File: config.mk
export PLATFORM = sky130hd
export DESIGN_NAME = buzzer_note_player
export DESIGN_NICKNAME = d
export VERILOG_FILES = /design/src/rtl/buzzer_note_player.sv
export SDC_FILE = /design/constraint.sdc
export NUM_CORES = 1
export LEC_CHECK = 0
export BUFFER_PORTS_ARGS = -buffer_cell sky130_fd_sc_hd__buf_2
export CAP_MARGIN = 20
export CORE_ASPECT_RATIO = 0.75
export CORE_MARGIN = 4
export CORE_UTILIZATION = 50
export CTS_CLUSTER_SIZE = 40
export DETAILED_ROUTE_END_ITERATION = 10
export HOLD_SLACK_MARGIN = 0.08
export PLACE_DENSITY = 0.69
export REMOVE_ABC_BUFFERS = 1
export SYNTH_ARGS = -nofsm -noshare
export SYNTH_HDL_FRONTEND = slang
export SYNTH_SLANG_ARGS = --single-unit
File: constraint.sdc
create_clock -name clk -period 3.8 [get_ports clk]
set_input_delay 0.38 -clock clk [delete_from_list [all_inputs] [get_ports clk]]
set_output_delay 0.38 -clock clk [all_outputs]
set_load 0.05 [all_outputs]
File: src/rtl/buzzer_note_player.sv
// Plays one note at a time: latches a note code, reads its divider preset from the
// frequency ROM, toggles the buzzer for the requested beats, then holds a silent gap.
module buzzer_note_player #(
  parameter int ROM_WIDTH   = 16,
  parameter int TONE_DIV    = 16,
  parameter int BEAT_CYCLES = 6250000,
  parameter int GAP_CYCLES  = 625000
) (
  input  logic                 clk,
  input  logic                 rst,
  input  logic [11:0]          note_code,
  input  logic [3:0]           note_beats,
  input  logic                 note_valid,
  output logic                 note_ready,
  output logic [11:0]          rom_note_code,
  input  logic [ROM_WIDTH-1:0] origin,
  output logic                 buzz,
  output logic                 busy,
  output logic                 note_done
);

  localparam int PRE_W    = (TONE_DIV > 1) ? $clog2(TONE_DIV) : 1;
  localparam int BEAT_W   = (BEAT_CYCLES > 1) ? $clog2(BEAT_CYCLES) : 1;
  localparam int GAP_W    = (GAP_CYCLES > 1) ? $clog2(GAP_CYCLES) : 1;
  localparam int GAP_LAST = (GAP_CYCLES > 0) ? GAP_CYCLES - 1 : 0;

  localparam logic [PRE_W-1:0]  PRE_LAST_C  = PRE_W'(TONE_DIV - 1);
  localparam logic [BEAT_W-1:0] BEAT_LAST_C = BEAT_W'(BEAT_CYCLES - 1);
  localparam logic [GAP_W-1:0]  GAP_LAST_C  = GAP_W'(GAP_LAST);
  localparam logic [13:0]       TONE_TOP    = 14'h3fff;

  typedef enum logic [1:0] {
    IDLE = 2'd0,
    LOAD = 2'd1,
    PLAY = 2'd2,
    GAP  = 2'd3
  } state_t;

  state_t            state;
  logic [13:0]       reload;
  logic              silent;
  logic [13:0]       tone_cnt;
  logic [PRE_W-1:0]  pre_cnt;
  logic [BEAT_W-1:0] beat_cnt;
  logic [GAP_W-1:0]  gap_cnt;
  logic [3:0]        beats_left;

  assign note_ready = (state == IDLE);
  assign busy       = (state != IDLE);

  always_ff @(posedge clk) begin
    if (rst) begin
      state         <= IDLE;
      rom_note_code <= 12'h000;
      buzz          <= 1'b0;
      note_done     <= 1'b0;
      reload        <= '0;
      silent        <= 1'b0;
      tone_cnt      <= '0;
      pre_cnt       <= '0;
      beat_cnt      <= '0;
      gap_cnt       <= '0;
      beats_left    <= '0;
    end else begin
      note_done <= 1'b0;
      unique case (state)
        IDLE: begin
          buzz <= 1'b0;
          if (note_valid) begin
            rom_note_code <= note_code;
            beats_left    <= (note_beats == 4'd0) ? 4'd1 : note_beats;
            state         <= LOAD;
          end
        end

        LOAD: begin
          // Presets at or above the tone counter's top encode a rest.
          reload   <= origin[13:0];
          silent   <= (origin >= ROM_WIDTH'(16383));
          tone_cnt <= origin[13:0];
          pre_cnt  <= '0;
          beat_cnt <= '0;
          buzz     <= 1'b0;
          state    <= PLAY;
        end

        PLAY: begin
          if (pre_cnt == PRE_LAST_C) begin
            pre_cnt <= '0;
            if (tone_cnt == TONE_TOP) begin
              tone_cnt <= reload;
              if (!silent) buzz <= ~buzz;
            end else begin
              tone_cnt <= tone_cnt + 14'd1;
            end
          end else begin
            pre_cnt <= pre_cnt + PRE_W'(1);
          end

          // NOTE: non-blocking assignments let the later buzz <= 0 below override a
          // same-cycle toggle, so the pin is always low once the note ends.
          if (beat_cnt == BEAT_LAST_C) begin
            beat_cnt   <= '0;
            beats_left <= beats_left - 4'd1;
            if (beats_left == 4'd1) begin
              buzz    <= 1'b0;
              gap_cnt <= '0;
              if (GAP_CYCLES == 0) begin
                state     <= IDLE;
                note_done <= 1'b1;
              end else begin
                state <= GAP;
              end
            end
          end else begin
            beat_cnt <= beat_cnt + BEAT_W'(1);
          end
        end

        GAP: begin
          buzz <= 1'b0;
          if (gap_cnt == GAP_LAST_C) begin
            state     <= IDLE;
            note_done <= 1'b1;
          end else begin
            gap_cnt <= gap_cnt + GAP_W'(1);
          end
        end

        default: state <= IDLE;
      endcase
    end
  end

endmodule
==> impl_results.md, run 1 <==
- Initial antenna violation count: 0
- Final Cell Area: 0.00557 mm²
- Outcome: completed
- Vias per std cell: 6.08
- Die H: 94.0 µm
- Flops & latches, synth: 96
- Antenna cell count: 0
- CTS tree: done
- Setup slack after layout: 1.11 ns
- Yosys top cell area share: 0.390
- Clock transition at path regs: 0.07 ns
- Total of max-cap violations: 0
- Post-detail-place hpwl: ~9000 µm
- Hold Violations, Final: 0
- Synth area leaders: dfxtp_1 (39%), nor2_1 (5.6%), mux2i_1 (4.3%)
- Commonest cells in the netlist: dfxtp_1 (96), nor2_1 (74), nand2_1 (54)
- Net switching power: between 1 and 1.5 mW
- Clock power share: 0.288
- RR Startpoint: state[1]
- Area after DPL: 0.00524 mm²
- Drt first pass iters: 5
- CP required: 4.01 ns
- Minimum clock period: 2.69 ns
- DR DRC count: 0
- Wirelength, routed: 12700 µm
- Drt wl/cell: 16.7 µm
- Root Buffer: clkbuf_16
- Crit-path max FO: 16
- TNS Setup: 0 ns
- GRT Total Usage: 0.225
- Design Power: 3.46 mW
- Die X: 123 µm
- Std-Cell Rows: 31
- Sequential element share of the synthesized area: 0.390
- CP Buf/Inv Count: 1
- RSZ-0062 raised after global routing: no
- Layout cells sized above 1: 0.129
- CP Data Arrival Time: 2.89 ns
- Pint: between 2 and 2.5 mW
- Nets: approximately 670
- Area Growth Syn to Fin: 12.9%
- Worst Setup End Kind: flip-flop
- CP startpoint: state[1]
- Max Fclk: roughly 370 MHz
- Io pins: 51
- Core region area: 0.00962 mm²
- Die Area: 0.0115 mm²
- Overflow after GRT: 0
- Worst R2R Setup Slack: approximately 1.1 ns
- Synth warnings: 0
- Count of cells resized by post-cts repair: 0
- Fin. max-slew vios: 0
- Sw Ratio: 0.384
- H-tree levels: 3
- Fillers: 890
- Vias in the first global route: 4193
- Final antenna-violating net count: 0
- CP delay by family, top: simple AND/OR/NAND/NOR gates
- Top FF cell, synth: dfxtp_1
- CP Class: flip-flop to flip-flop
- Final Util: 0.579
- Pin count of the biggest net entering global routing: 36
- Final setup viols: 0
- TritonCTS buffer count: 9
- CTS Sinks: 96
- Post-CTS setup buffer count: 0
- Cells along the critical path: inv_1, ha_1, nand4_1, nor3_1, and3_1, xnor2_1, nor2_1
- PwrDens: 621 mW/mm²
- Worst-Skew Late Latency: about 0.35 ns
- Post-synth EDFFs: 0
- Maximum clock path buffer count: 2
- Initial core utilization: 0.512
- Peak supply drop: 0.319 mV
- GPL Wtd Cong: 0.895
- Post-Place Worst Slack: 1.24 ns
- Crit start category: flip-flop
- Relative max-transition margin: 0.265
- Logic pwr share: 0.336
- Fin Hold WS: about 0.27 ns
- Slew @ Worst Pin: ~1.1 ns
- Iter 0 DRT Violations: 433
- Syn Std Cell Area: 0.00493 mm²
- Slowest cell on crit path: nor3_1
- Hold_buf cts: 0
- First-pass GRT wire length: 20600 µm
- Syn_area_per_cell: 8.40 µm²
- Most frequent cell after synthesis: dfxtp_1
- Synth Instances: 587
- Async set-or-reset flop fraction in the synthesized netlist: 0
- Netlist cell types: between 60 and 70
- Hold Path Depth: 3
- Layout Cells excl Fill: 758
- Sequential power share: 0.376
- Final Cycle Share: 0.707
- Hold Path End: rom_note_code[3]
- Pleak: around 2.0 nW
- Port-buffer cells: 50
- R2r worst-path depth: 7
- Hold path startpoint: note_code[3]
- Max incr delay on CP: 0.66 ns
- FF-to-FF End: beat_cnt[14]
- Post-Place Cells: 742
- Leading area contributor after synthesis: dfxtp_1
- Final Skew: approximately 0.0068 ns
- HP Class: input port to flip-flop
- Vias: 4605
power by group through the flow:
| stage | Sequential, mW | Combinational (mW) | Clock (mW) |
|---|---|---|---|
| detailed placement | 1.32 | 1.15 | 0 |
| floorplan | 1.36 | 0.777 | 0 |
| CTS | 1.30 | 1.15 | 1.02 |
| finish | 1.30 | 1.16 | 0.995 |
| global placement | 1.31 | 1.12 | 0 |
| global route | 1.33 | 1.28 | 1.06 |
worst max path at each step:
stage | cells after the start | to
after global placement | 7 | beat_cnt[14]
after floorplan | 7 | beat_cnt[12]
after CTS | 7 | beat_cnt[14]
final | 7 | beat_cnt[14]
after detailed placement | 6 | gap_cnt[11]
after global routing | 7 | beat_cnt[14]
cells in the final DEF, fill, tap and decap left out, types with 3 or more instances in the layout:
cell / n
buf_2: 50
o21ai_0: 20
inv_1: 15
mux2i_1: 21
xor2_1: 13
a211oi_1: 12
o2111ai_1: 6
buf_4: 3
nor2_1: 74
nor4b_1: 3
or4_1: 12
ha_1: 11
a41o_1: 6
a21oi_1: 40
xnor2_1: 19
nand4_1: 23
clkbuf_16: 9
and2_1: 8
a31oi_1: 5
o221ai_1: 3
o31ai_1: 10
nand3_1: 28
nand2_1: 54
dfxtp_1: 96
and4_1: 8
o21ai_1: 4
nor4_1: 3
nor3_1: 13
nor3_2: 4
and3_1: 6
tightest hold or removal path: stages:
cell and delay [ns]:
buf_2 0.09, nand2_1 0.04, a21oi_1 0.05
flip-flops by register name (all words and copies together) (netlist names):
name	cells
silent	1
note_done	1
tone_cnt	14
beat_cnt	23
pre_cnt	4
reload	14
gap_cnt	20
rom_note_code	12
beats_left	4
state	2
buzz	1
logic make-up (layout without fill, tap and decap cells):
family                   Yosys count  after routing  share of synthesized area
AO/OA/AOI/OAI                    127            127                      0.171
buffers and inverters             46             85                     0.0388
adder cells (fa/ha/maj)           11             11                     0.0279
flip-flops                        96             96                      0.390
AND/OR/NAND/NOR                  253            253                      0.271
XOR/XNOR                          32             32                     0.0569
multiplexers                      22             22                     0.0449
layer usage:
layer	wire, µm	track usage	vias up
met3	870	0.0584	27
met2	5420	0.328	168
li1	-	-	2227
met1	6140	0.323	2183
met4	251	0.0746	0
met5	0	0	-
layout make-up:
class	count	area (µm²)	share of cell area
multi-input cells	445	2820	0.506
flip-flops and latches	96	1920	0.345
repair buffers	53	273	0.0490
clock buffers	10	239	0.0429
well taps	132	165	0.0297
clock inverters	6	91.3	0.0164
inverters	16	60.1	0.0108
No activity file was read; power rests on OpenSTA's default activity.
==> run 2, diff against run 1 <==
--- a/config.mk
+++ b/config.mk
@@ -5,6 +5,7 @@
 export SDC_FILE = /design/constraint.sdc
 export NUM_CORES = 1
 export LEC_CHECK = 0
+export ABC_AREA = 1
 export BUFFER_PORTS_ARGS = -buffer_cell sky130_fd_sc_hd__buf_2
 export CAP_MARGIN = 20
 export CORE_ASPECT_RATIO = 0.75
==> constraint.sdc (replaced) <==
create_clock -name clk -period 2.6 [get_ports clk]
set_input_delay 0.26 -clock clk [delete_from_list [all_inputs] [get_ports clk]]
set_output_delay 0.26 -clock clk [all_outputs]
set_load 0.05 [all_outputs]
==> run 2 against run 1 <==
Synthesized cell count is 43% higher. Synthesized area is 11% higher. Critical path depth is 1 higher. Sequential share of layout area is 3.1 points lower. Routed wire length is 9.0% higher. Clock-buffer cell count stayed put. Design area is 10% higher. Clock skew is 0.00058 ns higher. Critical endpoint is now tone_cnt[4]. Highest routed layer unchanged.
==> impl_results.md, run 2 <==
- Most frequent cell after synthesis: nand2_1 (was dfxtp_1)
- Syn_area_per_cell: 6.50 µm² (was 8.40 µm²)
- Max FFs per register: 23 (unchanged)
- Final Skew: 0.00741 ns (was 0.00683 ns)
- Worst R2R Setup Slack: 0.54 ns (was 1.11 ns)
- Std-Cell Rows: 32 (was 31)
- Count of cells resized by post-cts repair: 0 (unchanged)
- H-tree levels: 3 (unchanged)
- Iter 0 DRT Violations: 544 (was 433)
- Io pins: 51 (unchanged)
- Pleak: 2.37 nW (was 1.99 nW)
- R2r worst-path depth: 8 (was 7)
- GPL Wtd Cong: 0.987 (was 0.895)
- Post-Place Worst Slack: 0.544 ns (was 1.24 ns)
- Setup slack after layout: 0.537 ns (was 1.11 ns)
- Crit-path max FO: 16 (unchanged)
- Worst Setup End Kind: flip-flop (unchanged)
- Core region area: 0.0105 mm² (was 0.00962 mm²)
- CTS tree: done (unchanged)
- Drt first pass iters: 5 (unchanged)
- Net switching power: 2.17 mW (was 1.33 mW)
- CTS Sinks: 96 (unchanged)
- Hold Path End: silent (was rom_note_code[3])
- Crit start category: flip-flop (unchanged)
- Die X: 129 µm (was 123 µm)
- Area Growth Syn to Fin: 12.3% (was 12.9%)
- RR Startpoint: state[1] (unchanged)
- Total of max-cap violations: 0 (unchanged)
- Worst-Skew Late Latency: 0.34 ns (was 0.35 ns)
- RSZ-0062 raised after global routing: no (unchanged)
- Hold Path Depth: 3 (unchanged)
- Relative max-transition margin: 0.651 (was 0.265)
- Most frequent cells in the layout: nand2_1 (191), nor2_1 (149), dfxtp_1 (96) (was dfxtp_1 (96), nor2_1 (74), nand2_1 (54))
- Post-CTS setup buffer count: 0 (unchanged)
- Fin. max-slew vios: 0 (unchanged)
- Hold path startpoint: origin[14] (was note_code[3])
- Flops & latches, synth: 96 (unchanged)
- Layout Cells excl Fill: 1024 (was 758)
- TNS Setup: 0 ns (unchanged)
- Layout cells sized above 1: 0.120 (was 0.129)
- Hold_buf cts: 0 (unchanged)
- Die H: 98.5 µm (was 94.0 µm)
- HP Class: input port to flip-flop (unchanged)
- Clock power share: 0.257 (was 0.288)
- Post-Place Cells: 1008 (was 742)
- Antenna cell count: 0 (unchanged)
- Final Util: 0.586 (was 0.579)
- CP startpoint: state[1] (unchanged)
- Maximum clock path buffer count: 2 (unchanged)
- Drt wl/cell: 13.5 µm (was 16.7 µm)
- GRT Total Usage: 0.218 (was 0.225)
- Synth area leaders: dfxtp_1 (35%), nand2_1 (13%), nor2_1 (10%) (was dfxtp_1 (39%), nor2_1 (5.6%), mux2i_1 (4.3%))
- Post-detail-place hpwl: 10100 µm (was 8850 µm)
- CP Class: flip-flop to flip-flop (unchanged)
- PwrDens: 860 mW/mm² (was 621 mW/mm²)
- Top FF cell, synth: dfxtp_1 (unchanged)
- DR DRC count: 0 (unchanged)
- Initial core utilization: 0.522 (was 0.512)
- FF-to-FF End: tone_cnt[4] (was beat_cnt[14])
- Vias per std cell: 5.35 (was 6.08)
- CP Data Arrival Time: 2.30 ns (was 2.89 ns)
- Pint: 3.10 mW (was 2.13 mW)
- Vias: 5475 (was 4605)
- Leading cell type in the layout, fill and taps excluded: nand2_1 (was dfxtp_1)
- Overflow after GRT: 0 (unchanged)
- Logic pwr share: 0.368 (was 0.336)
- Sw Ratio: 0.412 (was 0.384)
- Synth warnings: 0 (unchanged)
- Die Area: 0.0127 mm² (was 0.0115 mm²)
- Largest Register: beat_cnt (unchanged)
- Netlist cell types: 40 (was 61)
- Yosys top cell area share: 0.352 (was 0.390)
- Commonest cells in the netlist: nand2_1 (191), nor2_1 (149), dfxtp_1 (96) (was dfxtp_1 (96), nor2_1 (74), nand2_1 (54))
- Slew @ Worst Pin: 0.523 ns (was 1.10 ns)
- TritonCTS buffer count: 9 (unchanged)
- Async set-or-reset flop fraction in the synthesized netlist: 0 (unchanged)
- Outcome: completed (unchanged)
- CP required: 2.84 ns (was 4.01 ns)
- Port-buffer cells: 50 (unchanged)
- Root Buffer: clkbuf_16 (unchanged)
- Nets: 929 (was 667)
- Final Cycle Share: 0.793 (was 0.707)
- Wirelength, routed: 13800 µm (was 12700 µm)
- First-pass GRT wire length: 23100 µm (was 20600 µm)
- Pin count of the biggest net entering global routing: 37 (was 36)
- Sequential power share: 0.376 (about the same)
- Final antenna-violating net count: 0 (unchanged)
- Max Fclk: 485 MHz (was 372 MHz)
- Post-synth EDFFs: 0 (unchanged)
- Final setup viols: 0 (unchanged)
- Initial antenna violation count: 0 (unchanged)
- Minimum clock period: 2.06 ns (was 2.69 ns)
- Sequential element share of the synthesized area: 0.352 (was 0.390)
- Leading area contributor after synthesis: dfxtp_1 (unchanged)
- Synth Instances: 839 (was 587)
- Syn Std Cell Area: 0.00545 mm² (was 0.00493 mm²)
- Largest regs: beat_cnt (23), gap_cnt (20) (unchanged)
- Peak supply drop: 0.448 mV (was 0.319 mV)
- Clock transition at path regs: 0.07 ns (about the same)
- Hold Violations, Final: 0 (unchanged)
- Vias in the first global route: 5071 (was 4193)
run 2: through the flow:
step                      cell area, µm²  power (mW)  hold WS, ns
after floorplan                     5330        3.37        0.322
after global placement              5820        3.88        0.438
after detailed placement            5820        3.94        0.445
after CTS                           6120        5.29        0.123
after global routing                6120        5.63        0.138
final                               6120        5.26        0.132
run 2: routing by layer:
layer  global-route usage  wire, µm  vias up
met4               0.0573       163        0
li1                     -         -     2797
met3               0.0428       768       19
met2                0.345      6130      143
met5                    0         0        -
met1                0.305      6760     2516
run 2: cell families (layout without fill, tap and decap cells):
group | count (synthesis) | count (layout) | synth area share
simple gates | 463 | 463 | 0.368
compound gates | 131 | 131 | 0.131
buf+inv | 112 | 161 | 0.0814
flops | 96 | 96 | 0.352
xor+xnor | 26 | 26 | 0.0418
fa+ha+maj | 11 | 11 | 0.0252
run 2: final cells by class:
| class | instances | area (µm²) |
|---|---|---|
| clock buffers | 10 | 229 |
| clock inverters | 6 | 68.8 |
| fillers | 1034 | 4330 |
| inverters | 85 | 319 |
| multi-input cells | 631 | 3090 |
| flip-flops and latches | 96 | 1920 |
| well taps | 136 | 170 |
| repair buffers | 60 | 325 |
run 2: worst max path at each step:
| stage | endpoint | cells after the start | slack, ns |
|---|---|---|---|
| floorplan | beats_left[0] | 7 | 0.35 |
| global placement | tone_cnt[4] | 8 | 0.63 |
| detailed placement | tone_cnt[4] | 8 | 0.54 |
| CTS | tone_cnt[4] | 8 | 0.53 |
| global route | tone_cnt[13] | 7 | 0.31 |
| finish | tone_cnt[4] | 8 | 0.54 |
run 2: worst max-delay path: stages (launching register included):
cell,delay (ns)
dfxtp_1,0.34
inv_1,0.10
ha_1,0.43
inv_1,0.34
buf_4,0.27
o21ai_0,0.20
nand2_1,0.09
a21oi_1,0.12
nor2_1,0.05
run 2: power groups by stage:
stage               Combinational, mW  Clock [mW]  Sequential [mW]
detailed placement               1.93           0             2.00
global route                     2.18        1.43             2.02
global placement                 1.89           0             1.99
finish                           1.94        1.35             1.98
floorplan                        1.22           0             2.14
CTS                              1.94        1.37             1.97
==> run 3, diff against run 2 <==
--- a/config.mk
+++ b/config.mk
@@ -14,7 +14,7 @@
 export CTS_CLUSTER_SIZE = 40
 export DETAILED_ROUTE_END_ITERATION = 10
 export HOLD_SLACK_MARGIN = 0.08
-export PLACE_DENSITY = 0.69
+export PLACE_DENSITY = 0.72
 export REMOVE_ABC_BUFFERS = 1
 export SYNTH_ARGS = -nofsm -noshare
 export SYNTH_HDL_FRONTEND = slang
==> constraint.sdc (replaced) <==
create_clock -name clk -period 1.8 [get_ports clk]
set_input_delay 0.18 -clock clk [delete_from_list [all_inputs] [get_ports clk]]
set_output_delay 0.18 -clock clk [all_outputs]
set_load 0.05 [all_outputs]
==> run 3 against run 2 <==
Flip-flop and latch count is the same. Die area is the same. Critical path depth grew 2. Via count grew 1.7%. Non-clock buffer count grew 27. Utilization grew 3.0 points. Combinational power grew 63%. Critical endpoint is now gap_cnt[0]. Largest power group is now combinational logic. Highest routed layer unchanged.
==> impl_results.md, run 3 (same netlist as run 2, synthesis figures left out) <==
- Io pins: 51 (unchanged)
- Port-buffer cells: 50 (unchanged)
- Initial core utilization: 0.522 (unchanged)
- Maximum clock path buffer count: 2 (unchanged)
- CTS Sinks: 96 (unchanged)
- Core region area: 0.0105 mm² (unchanged)
- Clock power share: 0.242 (was 0.257)
- Final Cycle Share: 0.938 (was 0.793)
- Worst Setup End Kind: flip-flop (unchanged)
- CP Buf/Inv Count: 1 (was 3)
- Root Buffer: clkbuf_16 (unchanged)
- Die X: 129 µm (unchanged)
- Drt wl/cell: 13.1 µm (was 13.5 µm)
- Layout Cells excl Fill: 1051 (was 1024)
- Relative max-transition margin: 0.610 (was 0.651)
- Final Cell Area: 0.00643 mm² (was 0.00612 mm²)
- First-pass GRT wire length: 23500 µm (was 23100 µm)
- Clock transition at path regs: 0.06 ns (was 0.07 ns)
- Sequential power share: 0.359 (was 0.376)
- Sw Ratio: 0.403 (was 0.412)
- Die H: 98.5 µm (unchanged)
- Nets: 957 (was 929)
- GPL Wtd Cong: 0.957 (was 0.987)
- Slew @ Worst Pin: 0.584 ns (was 0.523 ns)
- CP Data Arrival Time: 1.92 ns (was 2.30 ns)
- DR DRC count: 0 (unchanged)
- CP delay by family, top: simple AND/OR/NAND/NOR gates (was buffers and inverters)
- Logic pwr share: 0.399 (was 0.368)
- Area of the multi-input gates: 0.00318 mm² (was 0.00309 mm²)
- Pleak: 2.51 nW (was 2.37 nW)
- Antenna cell count: 0 (unchanged)
- Max FFs per register: 23 (unchanged)
- Crit-path max FO: 19 (was 16)
- Final setup viols: 0 (unchanged)
- Initial antenna violation count: 0 (unchanged)
- Largest Register: beat_cnt (unchanged)
- Crit start category: flip-flop (unchanged)
- Cells along the critical path: ha_2, nand3_1, inv_1, nand2_1, nor2_1, nand3_2, nand2_8, nand2_8, o21ai_0, nor2_1 (was inv_1, ha_1, inv_1, buf_4, o21ai_0, nand2_1, a21oi_1, nor2_1)
- Max incr delay on CP: 0.36 ns (was 0.43 ns)
- Iter 0 DRT Violations: 487 (was 544)
- Worst-Skew Late Latency: 0.34 ns (about the same)
- Fillers: 994 (was 1034)
- Die Area: 0.0127 mm² (unchanged)
- Overflow after GRT: 0 (unchanged)
- Post-detail-place hpwl: 10200 µm (was 10100 µm)
- Pint: 4.75 mW (was 3.10 mW)
- GRT Total Usage: 0.221 (was 0.218)
- PwrDens: 1240 mW/mm² (was 860 mW/mm²)
- Design Power: 7.95 mW (was 5.26 mW)
- Vias: 5569 (was 5475)
- Fin Hold WS: 0.0951 ns (was 0.132 ns)
- TritonCTS buffer count: 9 (unchanged)
- Slowest cell on crit path: dfxtp_1 (was ha_1)
- CP required: 2.03 ns (was 2.84 ns)
- Layout cells sized above 1: 0.165 (was 0.120)
- Area after DPL: 0.00601 mm² (was 0.00582 mm²)
- CTS tree: done (unchanged)
- Vias in the first global route: 5115 (was 5071)
- Post-Place Cells: 1031 (was 1008)
- Fin. max-slew vios: 0 (unchanged)
- Final antenna-violating net count: 0 (unchanged)
- Outcome: completed (unchanged)
- Max Fclk: 592 MHz (was 485 MHz)
- Net switching power: 3.20 mW (was 2.17 mW)
- Hold Violations, Final: 0 (unchanged)
- RSZ-0062 raised after global routing: yes (was no)
- Largest regs: beat_cnt (23), gap_cnt (20) (unchanged)
- Most frequent cells in the layout: nand2_1 (188), nor2_1 (144), dfxtp_1 (93) (was nand2_1 (191), nor2_1 (149), dfxtp_1 (96))
- HP Class: input port to flip-flop (unchanged)
- Drt first pass iters: 6 (was 5)
- Std-Cell Rows: 32 (unchanged)
- Pin count of the biggest net entering global routing: 32 (was 37)
- Final Skew: 0.00769 ns (was 0.00741 ns)
- Peak supply drop: 0.661 mV (was 0.448 mV)
- Leading cell type in the layout, fill and taps excluded: nand2_1 (unchanged)
- Area Growth Syn to Fin: 18.0% (was 12.3%)
- Minimum clock period: 1.69 ns (was 2.06 ns)
- CP Class: flip-flop to flip-flop (unchanged)
- Wirelength, routed: 13800 µm (about the same)
- Vias per std cell: 5.30 (was 5.35)
- Storage cell area: 0.00193 mm² (was 0.00192 mm²)
- Total of max-cap violations: 0 (unchanged)
- H-tree levels: 3 (unchanged)
-- run 3: cell types whose count changed in the layout (fill, tap and decap cells not counted), moves of 4 or more --
cell	before	now
ha_1	11	7
nor2_1	149	144
nor2_2	11	15
buf_4	10	33
-- run 3: power by group through the flow --
| stage | Combinational [mW] | Sequential (mW) | Clock (mW) |
|---|---|---|---|
| floorplan | 1.77 | 3.10 | 0 |
| detailed placement | 3.04 | 2.86 | 0 |
| CTS | 3.07 | 2.83 | 1.96 |
| global route | 3.54 | 2.91 | 2.07 |
| global placement | 2.98 | 2.84 | 0 |
| finish | 3.17 | 2.86 | 1.92 |
-- run 3: repair_timing --
item / CTS / global route
hold buffers: 3 / 0
endpoints found under the setup margin: 0 / 33
resized for setup: 0 / 24
buffers inserted: 0 / 1
endpoints found under the hold margin: 2 / 0
-- run 3: per-stage QoR --
stage | utilization | TNS (ns) | worst slack, ns
after floorplan | - | -9.12 | -0.448
after global placement | 0.575 | 0 | 0.154
after detailed placement | 0.575 | 0 | 0.0755
after CTS | 0.606 | 0 | 0.0392
after global routing | 0.616 | -0.00401 | -0.00401
final | 0.616 | 0 | 0.111
-- run 3: cell type report --
type                    count  share of cell area
multi-input cells         632               0.494
flip-flops and latches     96               0.299
repair buffers             87              0.0852
inverters                  85              0.0496
clock buffers              10              0.0371
well taps                 136              0.0264
clock inverters             5             0.00875
-- run 3: final timing paths --
check,depth (start not counted),slack (ns),end,startpoint
min reg2reg,2,0.46,reload[1],reload[1]
max reg2reg,10,0.11,gap_cnt[0],beat_cnt[1]
max,10,0.11,gap_cnt[0],beat_cnt[1]
min,3,0.1,rom_note_code[10],note_code[10]
-- run 3: per-layer routing --
layer / vias up / routed length, µm / share of wire / GRT usage
li1: 2851 / - / - / -
met1: 2527 / 6570 / 0.48 / 0.308
met2: 173 / 6180 / 0.45 / 0.353
met3: 18 / 869 / 0.063 / 0.0504
met4: 0 / 172 / 0.012 / 0.0444
met5: - / 0 / 0 / 0
-- run 3: tightest hold or removal path: cells and delay by family --
kind	cells	cell delay (ns)
simple gates	1	0.07
compound gates	1	0.07
buf+inv	1	0.08
